## src/rtl/instr_sequencer.sv

```systemverilog
// Multi-cycle fetch/decode/execute controller: owns PC and IR, shares the single RAM port
// between fetch and LDR/STR, and commits each instruction exactly once.
module instr_sequencer #(
   parameter int PC_W  = 8,
   parameter int CNT_W = 16
) (
   input  logic             Clk,
   input  logic             Reset,
   input  logic             Start,
   input  logic [31:0]      Ram_Out,
   input  logic [15:0]      Mem_Address,
   input  logic [3:0]       New_Flag,
   output logic             Ram_Enable,
   output logic             Ram_RW,
   output logic [15:0]      Ram_Address,
   output logic [31:0]      Instruction,
   output logic             Memory_Enable,
   output logic             Reg_Write,
   output logic [3:0]       Flag,
   output logic [PC_W-1:0]  PC,
   output logic [CNT_W-1:0] Retired,
   output logic             Halted
);

   typedef enum logic [2:0] {
      S_IDLE, S_FETCH, S_DECODE, S_EXEC, S_MEM1, S_MEM2, S_WB, S_HALT
   } state_t;

   localparam logic [3:0] OP_LDR  = 4'b1100;
   localparam logic [3:0] OP_STR  = 4'b1101;
   localparam logic [3:0] OP_B    = 4'b1110;
   localparam logic [3:0] OP_HALT = 4'b1111;

   state_t            state;
   logic [3:0]        cond;
   logic [3:0]        opcode;
   logic              s_bit;
   logic              is_ldr;
   logic              is_str;
   logic              cond_ok;
   logic [PC_W-1:0]   next_pc;
   logic [PC_W-1:0]   branch_pc;
   logic [CNT_W-1:0]  retired_next;
   logic              n_f, z_f, c_f, v_f;

   assign cond      = Instruction[31:28];
   assign opcode    = Instruction[27:24];
   assign s_bit     = Instruction[23];
   assign is_ldr    = (opcode == OP_LDR);
   assign is_str    = (opcode == OP_STR);
   assign next_pc   = PC + PC_W'(1);
   assign branch_pc = Instruction[3 +: PC_W];
   assign {n_f, z_f, c_f, v_f} = Flag;

   // Retired saturates rather than wrapping so a long run never reads as a short one.
   assign retired_next = (Retired == {CNT_W{1'b1}}) ? Retired : Retired + CNT_W'(1);

   // The RAM port follows the data address only while the MEM phase is active.
   assign Ram_Address = Memory_Enable ? Mem_Address : 16'(PC);

   always_comb begin
      cond_ok = 1'b0;
      case (cond)
         4'b0000: cond_ok = z_f;
         4'b0001: cond_ok = !z_f;
         4'b0010: cond_ok = c_f;
         4'b0011: cond_ok = !c_f;
         4'b0100: cond_ok = n_f;
         4'b0101: cond_ok = !n_f;
         4'b0110: cond_ok = v_f;
         4'b0111: cond_ok = !v_f;
         4'b1010: cond_ok = (n_f == v_f);
         4'b1011: cond_ok = (n_f != v_f);
         4'b1100: cond_ok = !z_f && (n_f == v_f);
         4'b1101: cond_ok = z_f || (n_f != v_f);
         4'b1110: cond_ok = 1'b1;
         default: cond_ok = 1'b0;
      endcase
   end

   // Strobes are registered: each transition loads the strobe values of the state being entered.
   always_ff @(posedge Clk or negedge Reset) begin
      if (!Reset) begin
         state         <= S_IDLE;
         Ram_Enable    <= 1'b0;
         Ram_RW        <= 1'b0;
         Memory_Enable <= 1'b0;
         Reg_Write     <= 1'b0;
         Halted        <= 1'b0;
         Instruction   <= '0;
         Flag          <= '0;
         PC            <= '0;
         Retired       <= '0;
      end else begin
         Ram_Enable    <= 1'b0;
         Ram_RW        <= 1'b0;
         Memory_Enable <= 1'b0;
         Reg_Write     <= 1'b0;
         Halted        <= 1'b0;
         case (state)
            S_IDLE: begin
               if (Start) begin
                  state      <= S_FETCH;
                  PC         <= '0;
                  Ram_Enable <= 1'b1;
                  Ram_RW     <= 1'b1;
               end
            end
            S_FETCH: state <= S_DECODE;
            S_DECODE: begin
               Instruction <= Ram_Out;
               state       <= S_EXEC;
            end
            S_EXEC: begin
               if (!cond_ok) begin
                  PC         <= next_pc;
                  state      <= S_FETCH;
                  Ram_Enable <= 1'b1;
                  Ram_RW     <= 1'b1;
               end else if (opcode == OP_HALT) begin
                  state  <= S_HALT;
                  Halted <= 1'b1;
               end else if (opcode == OP_B) begin
                  PC         <= branch_pc;
                  Retired    <= retired_next;
                  state      <= S_FETCH;
                  Ram_Enable <= 1'b1;
                  Ram_RW     <= 1'b1;
               end else if (is_ldr || is_str) begin
                  state         <= S_MEM1;
                  Memory_Enable <= 1'b1;
                  Ram_Enable    <= 1'b1;
                  Ram_RW        <= !is_str;
               end else begin
                  state     <= S_WB;
                  Reg_Write <= 1'b1;
               end
            end
            // Second MEM cycle: a store has already written, so the port just reads.
            S_MEM1: begin
               state         <= S_MEM2;
               Memory_Enable <= 1'b1;
               Ram_Enable    <= 1'b1;
               Ram_RW        <= 1'b1;
            end
            S_MEM2: begin
               if (is_str) begin
                  PC         <= next_pc;
                  Retired    <= retired_next;
                  state      <= S_FETCH;
                  Ram_Enable <= 1'b1;
                  Ram_RW     <= 1'b1;
               end else begin
                  state     <= S_WB;
                  Reg_Write <= 1'b1;
               end
            end
            S_WB: begin
               if (s_bit && !is_ldr)
                  Flag <= New_Flag;
               PC         <= next_pc;
               Retired    <= retired_next;
               state      <= S_FETCH;
               Ram_Enable <= 1'b1;
               Ram_RW     <= 1'b1;
            end
            S_HALT: Halted <= 1'b1;
            default: state <= S_IDLE;
         endcase
      end
   end

endmodule

```

## config.mk

```make
export PLATFORM = sky130hd
export DESIGN_NAME = instr_sequencer
export DESIGN_NICKNAME = d
export VERILOG_FILES = /design/src/rtl/instr_sequencer.sv
export SDC_FILE = /design/constraint.sdc
export NUM_CORES = 1
export LEC_CHECK = 0
export ABC_AREA = 1
export CORE_ASPECT_RATIO = 1.25
export CORE_MARGIN = 2
export CORE_UTILIZATION = 30
export CTS_CLUSTER_DIAMETER = 40
export CTS_CLUSTER_SIZE = 30
export DETAILED_ROUTE_END_ITERATION = 10
export PLACE_DENSITY = 0.67
export SETUP_SLACK_MARGIN = 0.1
export SLEW_MARGIN = 30
export SYNTH_ARGS = -nofsm -noshare
export SYNTH_HDL_FRONTEND = slang
export SYNTH_SLANG_ARGS = --single-unit
```

## constraint.sdc

```tcl
create_clock -name Clk -period 1.97 [get_ports Clk]
set_clock_uncertainty 0.1 [all_clocks]
set_input_delay 0.197 -clock Clk [delete_from_list [all_inputs] [get_ports Clk]]
set_output_delay 0.197 -clock Clk [all_outputs]
set_load 0.1 [all_outputs]
```

; Yosys cells after proc, flatten, opt, wreduce, memory -nomap -nowiden
; Cells that the tools add are included.
[totals]
ff_bits = 68
latchBits = 0
ram_bits = 0
romBits = 0
inputBits = 55
out_inout_bits = 81
wordCells = 111
n_memories = 0
[classes]
addsub = 2
multipliers = 0
div = 0
magnitude_cmp = 0
n_eq_ne = 33
shifts = 0
muxes = 46
bitwise_logic = 0
n_reduce_logical = 20
[ops]
columns = operator, n
row1 = 2-to-1 mux 16 bit, 6
row2 = case mux 16 bit (3 select lines), 1
row3 = 2-to-1 mux 8 bit, 5
row4 = equality test 4 bit (second input constant), 9
row5 = case mux 8 bit (4 select lines), 1
row6 = case mux 3 bit (7 select lines), 1
row7 = 2-to-1 mux 1 bit, 20
row8 = adder 16 x 1 -> 16 bit (second input constant), 1
row9 = equality test 16 bit (second input constant), 1
row10 = equality test 4 x 3 -> 1 bit (second input constant), 4
row11 = 2-to-1 mux 3 bit, 5
row12 = case mux 1 bit (13 select lines), 1
row13 = equality test 3 bit (second input constant), 4
row14 = != test 2 bit (second input constant), 5
row15 = AND reduction 5 bit, 2
row16 = adder 8 x 1 -> 8 bit (second input constant), 1
row17 = equality test 4 x 2 -> 1 bit (second input constant), 2
row18 = case mux 1 bit (4 select lines), 2
row19 = nonzero test 7 bit, 1
row20 = equality test 3 x 2 -> 1 bit (second input constant), 2
row21 = zero test 1 bit, 6
row22 = != test 3 bit (second input constant), 2
row23 = case mux 1 bit (2 select lines), 3
row24 = equality test 4 x 1 -> 1 bit (second input constant), 1
row25 = 12 further kinds, 15

; Depth between registers and ports, before layout
[logic_depth]
ltp_word = 7
mapped_depth = 13
mapped_depth_nobuf = 13

; Worst setup path before layout
; No wires, ideal clock.
[synth_path]
path_kind = reg2out
from = reg PC[3]
to = out Ram_Address[3]
arrival_ps = 3259
t_required_ps = 1673
slack_ps = -1586
path_stages_with_launch = 3
path_buffers = 0
path_cell_list = dfrtp_1 inv_1 o21ai_0
[synth_via]
elab_chain_len = 1
[synth_lines]
columns = item, line_no
row1 = start: declaration, 20  ; output logic [PC_W-1:0] PC,
row2 = start signal: assignment, 116  ; PC <= next_pc;
row3 = start signal: assignment, 124  ; PC <= branch_pc;
row4 = start signal: assignment, 148  ; PC <= next_pc;
row5 = 2-to-1 mux 16 bit, 59  ; assign Ram_Address = Memory_Enable ? Mem_Address : 16'(PC);
row6 = end: declaration, 15  ; output logic [15:0] Ram_Address,
; Every way passes these cells.

; Final worst setup path
[layout_path]
from = reg Retired[1]
to = reg Retired[2]
[layout_via]
elab_chain_len = 6
word_cells_on_any_way = 8
classes_between = add/sub (1) / eq/ne (1) / mux (6)
[layout_lines]
columns = item, line_no
row1 = start: declaration, 21  ; output logic [CNT_W-1:0] Retired,
row2 = start signal: assignment, 125  ; Retired <= retired_next;
row3 = start signal: assignment, 149  ; Retired <= retired_next;
row4 = start signal: assignment, 162  ; Retired <= retired_next;
row5 = adder 16 x 1 -> 16 bit / equality test 16 bit (equally long branches), 56  ; assign retired_next = (Retired == {CNT_W{1'b1}}) ? Retired : Retired + CNT_W'(1);
row6 = 2-to-1 mux 16 bit *, 56
row7 = 2-to-1 mux 16 bit, 123  ; end else if (opcode == OP_B) begin
row8 = 2-to-1 mux 16 bit, 120  ; end else if (opcode == OP_HALT) begin
row9 = 2-to-1 mux 16 bit, 115  ; if (!cond_ok) begin
row10 = case mux 16 bit (3 select lines) *, 100  ; case (state)
; Every way passes the cells marked *; elsewhere a longest branch is shown, timed or not. The select of a mux whose other input is x is not followed.
; A chain may end at the register's enable or synchronous reset.

==> results_dict.tcl <==
set metrics [dict create \
    crit_fanout 12 \
    slew_viol_final 0 \
    setup_viol 0 \
    path_clk_slew_ps 60 \
    grt_pass1_wl_um 16300 \
    highest_layer "met4" \
    antenna_found_initial 0 \
    status "complete, no violations" \
    end_kind "flop" \
    drt_iter0_drc 174 \
    cts-htree-levels 3 \
    synthMuxAreaShare_pct 6.45 \
    dr_wl_met2_um 5180 \
    grt_pass1_vias 3568 \
    fill_cells 1175 \
    dr_total_vias 3620 \
    clockRootBuffer "clkbuf_16" \
    synth_simple_gate_area_share_pct 27.0 \
    synth_top_family_by_area "simple AND/OR/NAND/NOR gates" \
    r2r_slack_ps 160 \
    place_hpwl_um 7870 \
    regToRegEndpoint "Retired[2]" \
    buffer_ports.inserted 135 \
    crit_arrival_ps 1950 \
    drv_cap 0 \
    track_usage_pct 15.7 \
    numCtsBuffers 9 \
    ys_seq_elements 68 \
    synthAdderAreaFrac_pct 0.683 \
    critPathLaunchType "flop" \
    timing.final.crit_period_ps 1810 \
    rsz0062_at_grt "true" \
    pre_cts_slack_ps 92.3 \
    ys.flop_type "dfrtp_1" \
    slew_headroom_pct 73.9 \
    rows 45 \
    dieArea_mm2 0.0131 \
    first_pass_iters 4 \
    final_nets 668 \
    clkLatencyLatePin_ps 330 \
    ys_warn_count 0 \
    cts_tree "done" \
    die_h_um 128 \
    synth_edf_count 0 \
    die_x_um 103 \
    hold_viol 0 \
    final_cells 780 \
    gp_congestion 0.851 \
    synthArstFlopShare_pct 100 \
    synth_compound_area_share_pct 7.62 \
    wl_met1_um 4140 \
    worstMarginPinSlew_ps 389 \
    drtAntennaViolNets 0 \
    synthCells 455 \
    synth.distinct_cells 35 \
    grt_max_degree 42 \
    synthesis.area_mm2 0.00366 \
    syn-mean-instance-area_um2 8.05 \
    dp.cells 754 \
    synthXorXnorAreaFrac_pct 3.59 \
    drc 0 \
    io_pins 136 \
    final_core_util_pct 50.2 \
    hold_class "input pin to async pin" \
    fmax_mhz 552 \
    fin_ws_ps 160 \
    via_per_inst 4.64 \
    synthToLayoutAreaGrowth_pct 65.2 \
    worstSetupPathType "flop to flop" \
    wl_um 10300 \
    layout-drive-gt1-share_pct 39.6 \
    cp.required_ps 2110 \
    wl_met3_um 802 \
    core-area_mm2 0.0120 \
    clk_path_buf_depth 2 \
    register_area_mm2 0.00177 \
    ys_seq_area_share_pct 46.4 \
    overflow 0 \
    start_util_pct 30.4 \
    n_antenna_cell 0 \
    r2r_cells 10 \
    rr_startpoint "Retired[1]" \
    multiInputGateArea_mm2 0.00191 \
    syn-num-nets 512 \
    clock_sinks 68 \
    fin_crit_sh_pct 91.9 \
    avgRoutedWirePerCell_um 13.3 \
]
per-stage QoR:
| step | hold WS, ps | area [um^2] | TNS, ps |
|---|---|---|---|
| 2_1_floorplan | -199 | 3920 | -736 |
| 3_3_place_gp | -74.0 | 5500 | 0 |
| 3_5_place_dp | -76.0 | 5500 | 0 |
| 4_1_cts | 106 | 5830 | 0 |
| 5_1_grt | 156 | 6050 | 0 |
| 6_report | 133 | 6050 | 0 |
synthesized netlist by cell type (2+ instances only):
| master | count | area share (%) |
|---|---|---|
| xnor2_1 | 6 | 1.4 |
| o21ai_0 | 18 | 2.5 |
| clkbuf_1 | 5 | 0.51 |
| dfrtp_1 | 68 | 46 |
| mux2_2 | 21 | 6.5 |
| ha_1 | 2 | 0.68 |
| nor2_2 | 3 | 0.51 |
| o21ai_2 | 3 | 0.72 |
| nand3_2 | 3 | 0.82 |
| xor2_1 | 9 | 2.2 |
| nor3_1 | 7 | 0.96 |
| nand3_1 | 38 | 5.2 |
| inv_2 | 5 | 0.51 |
| nor2_1 | 32 | 3.3 |
| nand4_1 | 6 | 1.0 |
| nor4_1 | 2 | 0.34 |
| buf_2 | 5 | 0.68 |
| inv_1 | 54 | 5.5 |
| a21oi_1 | 18 | 2.5 |
| nand2_1 | 135 | 14 |
per-layer routing:
layer  vias up  global-route usage, %
li1       1763                      -
met3        19                   4.81
met4         0                   5.88
met5         -                      0
met1      1705                   18.1
met2       133                   27.0
state kept, by name (all words and copies together) (netlist names), 3 cells and up:
register	flops
PC	8
Instruction	32
Flag	4
Retired	16
state	3
worst max-delay path: stages (launching register included):
cell and delay, ps:
dfrtp_4 450, ha_4 160, nand3_4 90, nor2_4 150
nand2_2 90, nor3_4 200, a21oi_2 90, nand2_4 100
buf_8 150, nand2_1 50, o21ai_0 80
repair_timing:
| item | CTS | global route |
|---|---|---|
| hold endpoints to repair | 68 | 0 |
| pin swaps | 0 | 11 |
| resized for setup | 0 | 41 |
| endpoints found under the setup margin | 6 | 34 |
| hold buffers | 1 | 0 |
| buffers inserted | 0 | 9 |
area by class of cell:
class                      count  area share, %
clock buffer                  13           4.47
tap                          164           3.39
sequential                    68           29.3
inverter                      60           4.47
multi-input combinational    315           31.6
clock inverter                 3          0.724
timing repair buffer         157           26.0
kinds of logic (layout without fill, tap and decap cells):
family          after synthesis  after routing
buf+inv                      72            233
fa+ha+maj                     2              2
compound gates               47             47
flops                        68             68
mux                          21             21
simple gates                230            230
xor+xnor                     15             15
how the worst max path moves through the flow:
stage / depth (start not counted) / endpoint / slack (ps) / from
floorplan: 11 / Retired[6] / -90 / Retired[0]
global placement: 11 / Retired[15] / 140 / Instruction[28]
detailed placement: 9 / Retired[15] / 90 / Flag[3]
CTS: 9 / Retired[2] / 80 / Flag[3]
global route: 9 / Retired[15] / 40 / Retired[1]
finish: 10 / Retired[2] / 160 / Retired[1]
layout by cell type (no fill, tap or decap), types with 2 or more instances in the layout:
cell / Yosys / routed
a21oi_1: 18 / 16
a21oi_2: 0 / 2
buf_12: 1 / 18
buf_4: 1 / 79
buf_6: 0 / 3
clkbuf_16: 0 / 9
clkbuf_8: 0 / 3
clkdlybuf4s50_1: 0 / 53
clkinvlp_4: 0 / 8
dfrtp_1: 68 / 34
dfrtp_2: 0 / 22
dfrtp_4: 0 / 12
inv_1: 54 / 42
inv_2: 5 / 6
inv_4: 1 / 3
mux2_2: 21 / 21
nand2_1: 135 / 115
nand2_2: 1 / 18
nand2_4: 0 / 3
nand3_1: 38 / 31
nand3_2: 3 / 8
nand3_4: 0 / 2
nand4_1: 6 / 6
nor2_1: 32 / 32
nor2_4: 1 / 3
nor3_1: 7 / 7
nor4_1: 2 / 2
o21ai_0: 18 / 7
o21ai_1: 1 / 4
o21ai_2: 3 / 3
o21ai_4: 0 / 8
xnor2_1: 6 / 6
xor2_1: 9 / 9
Power is left out: the tool's default activity adds up to more than one toggle a clock period on the data nets, which glitch-free logic cannot reach.
